===== src/rtl/mem_port_arbiter_pkg.sv =====
// Shared types and helpers for the fetch/LSU memory port arbiter.
// State encodings and owner codes are shared by the arbiter and its bench.
package mem_port_arbiter_pkg;

   typedef enum logic [1:0] {
      ST_IDLE    = 2'd0,
      ST_BUSY_IF = 2'd1,
      ST_BUSY_D  = 2'd2
   } state_e;

   localparam logic OWN_IF = 1'b0;
   localparam logic OWN_D  = 1'b1;

   // Picks the 32-bit instruction word out of a 64-bit memory beat.
   function automatic logic [31:0] fetch_word(input logic hi, input logic [63:0] beat);
      return hi ? beat[63:32] : beat[31:0];
   endfunction

endpackage


===== src/rtl/mem_arb_timer.sv =====
// Timeout counter for an outstanding memory request; `expired` is asserted
// combinationally in the last allowed BUSY cycle.
module mem_arb_timer #(
   parameter int TIMEOUT = 16
) (
   input  logic clk,
   input  logic rst,
   input  logic clr,
   input  logic en,
   output logic expired
);

   localparam int CW = $clog2(TIMEOUT);
   localparam logic [CW-1:0] LAST = CW'(TIMEOUT - 1);

   logic [CW-1:0] cnt_q;
   logic [CW-1:0] cnt_d;

   // Next count: clear wins over enable.
   always_comb begin
      cnt_d = cnt_q;
      if (clr) begin
         cnt_d = {CW{1'b0}};
      end else if (en) begin
         cnt_d = cnt_q + CW'(1);
      end else begin
         cnt_d = cnt_q;
      end
   end

   // Counter register.
   always_ff @(posedge clk or posedge rst) begin
      if (rst) begin
         cnt_q <= {CW{1'b0}};
      end else begin
         cnt_q <= cnt_d;
      end
   end

   assign expired = en && !clr && (cnt_q == LAST);

endmodule


===== src/rtl/mem_port_arbiter.sv =====
// Arbitrates the single memory port between instruction fetch and load/store,
// drives the memory handshake and returns responses (or timeout errors).
module mem_port_arbiter
   import mem_port_arbiter_pkg::*;
#(
   parameter int AW           = 32,
   parameter int TIMEOUT      = 16,
   parameter int STARVE_LIMIT = 3
) (
   input  logic          clk,
   input  logic          rst,
   input  logic          if_req,
   input  logic [AW-1:0] if_addr,
   output logic          if_gnt,
   output logic          if_rvalid,
   output logic [31:0]   if_rdata,
   output logic          if_err,
   input  logic          d_req,
   input  logic          d_we,
   input  logic [AW-1:0] d_addr,
   input  logic [63:0]   d_wdata,
   input  logic [7:0]    d_wstrb,
   output logic          d_gnt,
   output logic          d_rvalid,
   output logic [63:0]   d_rdata,
   output logic          d_err,
   output logic          mem_req,
   output logic          mem_we,
   output logic [AW-1:0] mem_addr,
   output logic [63:0]   mem_wdata,
   output logic [7:0]    mem_wstrb,
   input  logic          mem_ack,
   input  logic [63:0]   mem_rdata,
   output logic          busy,
   output logic          owner
);

   localparam int SW = $clog2(STARVE_LIMIT + 1);
   localparam logic [SW-1:0] STARVE_MAX = SW'(STARVE_LIMIT);
   localparam logic [AW-1:0] ALIGN_MASK = {{(AW-3){1'b1}}, 3'b000};

   state_e state_q, state_d;

   logic          if_gnt_s, d_gnt_s, ack_s, expired_s, done_s, idle_s;
   logic [SW-1:0] starve_q, starve_d;
   logic          mem_req_q, mem_req_d, mem_we_q, mem_we_d;
   logic [AW-1:0] mem_addr_q, mem_addr_d;
   logic [63:0]   mem_wdata_q, mem_wdata_d;
   logic [7:0]    mem_wstrb_q, mem_wstrb_d;
   logic          if_sel_q, if_sel_d, owner_q, owner_d;
   logic          if_rvalid_q, if_rvalid_d, if_err_q, if_err_d;
   logic [31:0]   if_rdata_q, if_rdata_d;
   logic          d_rvalid_q, d_rvalid_d, d_err_q, d_err_d;
   logic [63:0]   d_rdata_q, d_rdata_d;

   assign idle_s = (state_q == ST_IDLE);
   assign ack_s  = !idle_s && mem_ack;
   assign done_s = ack_s || expired_s;

   // Grants are combinational and masked while reset is held so every output reads 0.
   always_comb begin
      if_gnt_s = 1'b0;
      d_gnt_s  = 1'b0;
      if (!rst && idle_s) begin
         if (if_req && (!d_req || (starve_q == STARVE_MAX))) begin
            if_gnt_s = 1'b1;
         end else if (d_req) begin
            d_gnt_s = 1'b1;
         end else begin
            if_gnt_s = 1'b0;
            d_gnt_s  = 1'b0;
         end
      end else begin
         if_gnt_s = 1'b0;
         d_gnt_s  = 1'b0;
      end
   end

   mem_arb_timer #(
      .TIMEOUT (TIMEOUT)
   ) u_timer (
      .clk     (clk),
      .rst     (rst),
      .clr     (idle_s),
      .en      (!idle_s),
      .expired (expired_s)
   );

   // FSM state register.
   always_ff @(posedge clk or posedge rst) begin
      if (rst) begin
         state_q <= ST_IDLE;
      end else begin
         state_q <= state_d;
      end
   end

   // FSM next state; an ack in the timeout cycle still counts as a normal completion.
   always_comb begin
      state_d = state_q;
      case (state_q)
         ST_IDLE: begin
            if (if_gnt_s) begin
               state_d = ST_BUSY_IF;
            end else if (d_gnt_s) begin
               state_d = ST_BUSY_D;
            end else begin
               state_d = ST_IDLE;
            end
         end
         ST_BUSY_IF, ST_BUSY_D: begin
            if (done_s) begin
               state_d = ST_IDLE;
            end else begin
               state_d = state_q;
            end
         end
         default: state_d = ST_IDLE;
      endcase
   end

   // FSM outputs: payload latches, starvation count and response registers.
   always_comb begin
      starve_d    = starve_q;
      mem_we_d    = mem_we_q;
      mem_addr_d  = mem_addr_q;
      mem_wdata_d = mem_wdata_q;
      mem_wstrb_d = mem_wstrb_q;
      if_sel_d    = if_sel_q;
      owner_d     = owner_q;
      if_rvalid_d = 1'b0;
      if_rdata_d  = if_rdata_q;
      if_err_d    = if_err_q;
      d_rvalid_d  = 1'b0;
      d_rdata_d   = d_rdata_q;
      d_err_d     = d_err_q;
      mem_req_d   = (state_d != ST_IDLE);

      if (if_gnt_s) begin
         starve_d    = {SW{1'b0}};
         mem_we_d    = 1'b0;
         mem_addr_d  = if_addr & ALIGN_MASK;
         mem_wdata_d = 64'd0;
         mem_wstrb_d = 8'h00;
         if_sel_d    = if_addr[2];
         owner_d     = OWN_IF;
      end else if (d_gnt_s) begin
         if (if_req && (starve_q != STARVE_MAX)) begin
            starve_d = starve_q + SW'(1);
         end else begin
            starve_d = starve_q;
         end
         mem_we_d    = d_we;
         mem_addr_d  = d_addr & ALIGN_MASK;
         mem_wdata_d = d_we ? d_wdata : 64'd0;
         mem_wstrb_d = d_we ? d_wstrb : 8'h00;
         owner_d     = OWN_D;
      end else begin
         starve_d = starve_q;
      end

      case (state_q)
         ST_BUSY_IF: begin
            if (done_s) begin
               if_rvalid_d = 1'b1;
               if_rdata_d  = ack_s ? fetch_word(if_sel_q, mem_rdata) : 32'd0;
               if_err_d    = !ack_s;
            end else begin
               if_rvalid_d = 1'b0;
            end
         end
         ST_BUSY_D: begin
            if (done_s) begin
               d_rvalid_d = 1'b1;
               d_rdata_d  = (ack_s && !mem_we_q) ? mem_rdata : 64'd0;
               d_err_d    = !ack_s;
            end else begin
               d_rvalid_d = 1'b0;
            end
         end
         default: begin
            if_rvalid_d = 1'b0;
            d_rvalid_d  = 1'b0;
         end
      endcase
   end

   // Output and payload registers; reset drops any in-flight transaction.
   always_ff @(posedge clk or posedge rst) begin
      if (rst) begin
         starve_q    <= {SW{1'b0}};
         mem_req_q   <= 1'b0;
         mem_we_q    <= 1'b0;
         mem_addr_q  <= {AW{1'b0}};
         mem_wdata_q <= 64'd0;
         mem_wstrb_q <= 8'h00;
         if_sel_q    <= 1'b0;
         owner_q     <= OWN_IF;
         if_rvalid_q <= 1'b0;
         if_rdata_q  <= 32'd0;
         if_err_q    <= 1'b0;
         d_rvalid_q  <= 1'b0;
         d_rdata_q   <= 64'd0;
         d_err_q     <= 1'b0;
      end else begin
         starve_q    <= starve_d;
         mem_req_q   <= mem_req_d;
         mem_we_q    <= mem_we_d;
         mem_addr_q  <= mem_addr_d;
         mem_wdata_q <= mem_wdata_d;
         mem_wstrb_q <= mem_wstrb_d;
         if_sel_q    <= if_sel_d;
         owner_q     <= owner_d;
         if_rvalid_q <= if_rvalid_d;
         if_rdata_q  <= if_rdata_d;
         if_err_q    <= if_err_d;
         d_rvalid_q  <= d_rvalid_d;
         d_rdata_q   <= d_rdata_d;
         d_err_q     <= d_err_d;
      end
   end

   assign if_gnt    = if_gnt_s;
   assign d_gnt     = d_gnt_s;
   assign busy      = !idle_s;
   assign owner     = owner_q;
   assign mem_req   = mem_req_q;
   assign mem_we    = mem_we_q;
   assign mem_addr  = mem_addr_q;
   assign mem_wdata = mem_wdata_q;
   assign mem_wstrb = mem_wstrb_q;
   assign if_rvalid = if_rvalid_q;
   assign if_rdata  = if_rdata_q;
   assign if_err    = if_err_q;
   assign d_rvalid  = d_rvalid_q;
   assign d_rdata   = d_rdata_q;
   assign d_err     = d_err_q;

endmodule


===== config.mk =====
export PLATFORM = sky130hd
export DESIGN_NAME = mem_port_arbiter
export DESIGN_NICKNAME = d
export VERILOG_FILES = /design/src/rtl/mem_port_arbiter_pkg.sv /design/src/rtl/mem_arb_timer.sv /design/src/rtl/mem_port_arbiter.sv
export SDC_FILE = /design/constraint.sdc
export NUM_CORES = 1
export LEC_CHECK = 0
export CORE_AREA = 2 2 163 165
export CTS_BUF_LIST = sky130_fd_sc_hd__clkbuf_4 sky130_fd_sc_hd__clkbuf_8 sky130_fd_sc_hd__clkbuf_16
export CTS_CLUSTER_DIAMETER = 40
export DETAILED_ROUTE_END_ITERATION = 8
export DIE_AREA = 0 0 165 167
export DONT_BUFFER_PORTS = 1
export PLACE_DENSITY = 0.45
export SYNTH_ARGS = -nofsm -noshare
export SYNTH_HDL_FRONTEND = slang
export SYNTH_SLANG_ARGS = --single-unit

===== constraint.sdc =====
create_clock -name clk -period 11.4 [get_ports clk]
set_clock_uncertainty 0.15 [all_clocks]
set_input_delay 2.28 -clock clk [delete_from_list [all_inputs] [get_ports clk]]
set_output_delay 2.28 -clock clk [all_outputs]
set_load 0.01 [all_outputs]

==> impl_metrics.toml <==
[sta]
grt_setup_unrepaired = "false"
finalCriticalPeriod_ns = 5.72
tightestPinTransition_ns = 1.05
setup_tns_ns = 0
achievable_freq_mhz = 175
final.period_utilization = 0.502
timing.final.setup_violations = 0
finalHoldWorstSlack_ns = 0.307
relative_slew_margins = 0.297
slew_violations = 0
final_hold_viol_count = 0

[grt]
grt-ovfl-total = 0
grt_max_degree = 98
global_route_wire_length_before_repair_um = 36200
antenna_found_initial = 0
globalRouteTotalUtil = 0.169
vias_in_the_first_global_route = 6189

[cells_and_area]
drive_above_1_share = 0.186
finish.net_count = 913
finalInstanceArea_mm2 = 0.0105
layout_area_growth_over_synthesis_pct = 15.8
antennaDiodeCount = 0

[power_and_ir_drop]
power_density_mw_per_mm2 = 292
ir_drop_mv = 0.136
cellLeakagePower_nw = 4.68

[run]
number_of_maximum_capacitance_constraint_violations = 0

[placement]
port-buffer-count = 0
gp_congestion = 0.764
placement.cell_area_mm2 = 0.00923
hpwlAfterDp_um = 16700

[worst_setup_path]
worst-path-stages = 2
critPathLaunchType = "primary input"
cp.buffers_inverters = 0
cp.arrival_ns = 3.29
worst-r2r-cell-count = 6
critical_path_required_ns = 8.97
crit_fanout = 30
cell_by_cell_listing_of_the_critical_path = "nand3b_4, a21oi_1"
cpMaxStageDelayCell = "sky130_fd_sc_hd__a21oi_1"
critical-path-max-stage-delay_ns = 0.60
critPathKind = "in2out"
timing.critical_path.to_type = "output pin"
cp_delay_by_family_top = "compound AO/OA/AOI/OAI gates"

[yosys]
ys_warn_count = 0
synth_cell_type_count = 37
synth_top_cells_by_count = "213 x sky130_fd_sc_hd__dfrtp_1, 96 x sky130_fd_sc_hd__mux2i_1, 72 x sky130_fd_sc_hd__a22o_1, 71 x sky130_fd_sc_hd__inv_1, 68 x sky130_fd_sc_hd__nand2_1"
asyncSetResetFlopFracSynth = 1.00
yosys_reg_bits = 213
synth-edff-count = 0
synthCells = 705
seq_total_area_yosys = 0.590
synth_area_per_cell_um2 = 12.8
synth_top_cell_by_area = "sky130_fd_sc_hd__dfrtp_1"
synth-main-ff-cell = "sky130_fd_sc_hd__dfrtp_1"
post-synth-top-count-cell = "sky130_fd_sc_hd__dfrtp_1"
yosys.area.top_type_share = 0.590
synth_area_mm2 = 0.00903
most_area_consuming_cells_after_synthesis = "sky130_fd_sc_hd__dfrtp_1 59%, sky130_fd_sc_hd__mux2i_1 11%, sky130_fd_sc_hd__mux2_2 7.2%, sky130_fd_sc_hd__a22o_1 7.0%, sky130_fd_sc_hd__o2bb2ai_1 3.1%"

[route]
vias_per_cell = 5.23
first_drt_pass_iteration_count = 4
detail_route.drc_violations = 0
route.final.wire_length_um = 24000
detailroute.via_count = 5545
starting_drt_drc_count = 291
postRouteAntennaNets = 0
route.detailed.wl_per_inst_um = 22.6

[status]
run_status = "finished, final reports clean"

[clocking]
clockRootBuffer = "sky130_fd_sc_hd__clkbuf_16"
cts-buffers-inserted = 34
clock_tree_from_tritoncts = "built"
clk_pin_slew_ns = 0.05
insertion_delay_ns = 0.48
clk_sink_count = 213
clock_tree.htree_level_count = 2
post_cts_resize_count = 0
holdBufCountCts = 0
cts_post_setup_buffers_inserted = 0
max-clock-path-buffers = 3

[floorplanning]
boundaryPins = 416
design.core.area_mm2 = 0.0258
dieArea_mm2 = 0.0276
floorplan.rows = 59
die_w_um = 165
floorplan.initialDensity = 0.350
die_height_um = 167

[hold_path]
hp-class = "reg2reg"
hold_depth = 1
==> cell usage in the layout, fill, tap and decap left out, types with 2 or more instances in the layout <==
master and n:
sky130_fd_sc_hd__conb_1 3, sky130_fd_sc_hd__clkbuf_16 35, sky130_fd_sc_hd__inv_1 70, sky130_fd_sc_hd__o211ai_1 2, sky130_fd_sc_hd__a22o_1 72, sky130_fd_sc_hd__nand3_1 4
sky130_fd_sc_hd__mux2i_1 96, sky130_fd_sc_hd__dfrtp_1 212, sky130_fd_sc_hd__clkbuf_4 3, sky130_fd_sc_hd__o2bb2ai_1 32, sky130_fd_sc_hd__nand2_1 68, sky130_fd_sc_hd__bufinv_16 6
sky130_fd_sc_hd__clkinvlp_4 3, sky130_fd_sc_hd__o21a_1 2, sky130_fd_sc_hd__clkinv_2 4, sky130_fd_sc_hd__a21oi_1 4, sky130_fd_sc_hd__nor2_1 5, sky130_fd_sc_hd__mux2_2 58
sky130_fd_sc_hd__clkbuf_8 5, sky130_fd_sc_hd__and3b_1 2, sky130_fd_sc_hd__a21o_1 2, sky130_fd_sc_hd__clkinv_4 3, sky130_fd_sc_hd__ha_1 6, sky130_fd_sc_hd__buf_4 9
==> where the power goes <==
group	switching, mW	leakage, nW	internal (mW)
clock network	0.351	0.599	0.736
logic	0.226	1.31	0.281
registers	0.412	2.77	1.04
total	0.989	4.68	2.06
==> registers in the layout, summed over array words and instances (netlist names), 2 cells and up <==
| name | cells |
|---|---|
| mem_wstrb | 8 |
| u_timer.cnt_q | 4 |
| state_q | 2 |
| if_rdata | 32 |
| starve_q | 2 |
| mem_wdata | 64 |
| d_rdata | 64 |
| mem_addr | 29 |
==> worst paths after layout <==
kind | start | endpoint | slack (ns)
worst max-delay path | rst | d_gnt | 5.68
worst min-delay path | u_timer.cnt_q[0] | u_timer.cnt_q[0] | 0.31
worst max register to register | state_q[0] | d_rdata[31] | 8.40
worst min register to register | u_timer.cnt_q[0] | u_timer.cnt_q[0] | 0.31
max in group asynchronous | rst | if_sel_q | 7.37
min in group asynchronous | rst | mem_req | 1.62
==> stage by stage <==
stage / utilization / power (mW) / instances / setup slack, ns
after CTS: 0.406 / 3.10 / 1060 / 5.62
after global placement: 0.358 / 1.96 / 1000 / 5.67
after global routing: 0.406 / 3.22 / 1060 / 5.55
after detailed placement: 0.358 / 1.99 / 1000 / 5.61
after floorplan: - / 1.80 / 707 / 3.13
final: 0.406 / 3.05 / 1060 / 5.68
==> final cells by class <==
type / count / area (µm²)
fillers: 2417 / 15300
clock buffers: 43 / 967
flip-flops and latches: 213 / 5330
clock inverters: 17 / 258
inverters: 71 / 274
multi-input cells: 372 / 3140
well taps: 335 / 419
repair buffers: 9 / 67.6
==> kinds of logic after synthesis <==
group | Yosys count | synth area share
flops | 213 | 0.590
fa+ha+maj | 6 | 0.00832
simple gates | 86 | 0.0417
compound gates | 120 | 0.113
xor+xnor | 2 | 0.00194
mux | 155 | 0.180
buf+inv | 122 | 0.0642
other cells | 1 | 0.000415
==> metal layers <==
layer / GRT usage / vias up / wire length [µm] / share of wire
met4: 0.0529 / 0 / 525 / 0.022
met3: 0.0720 / 37 / 2790 / 0.12
met2: 0.295 / 278 / 12200 / 0.51
met1: 0.184 / 2799 / 8510 / 0.35
met5: 0 / - / 0 / 0
li1: - / 2431 / - / -
Note: power is estimated with default switching activity, not from simulation.
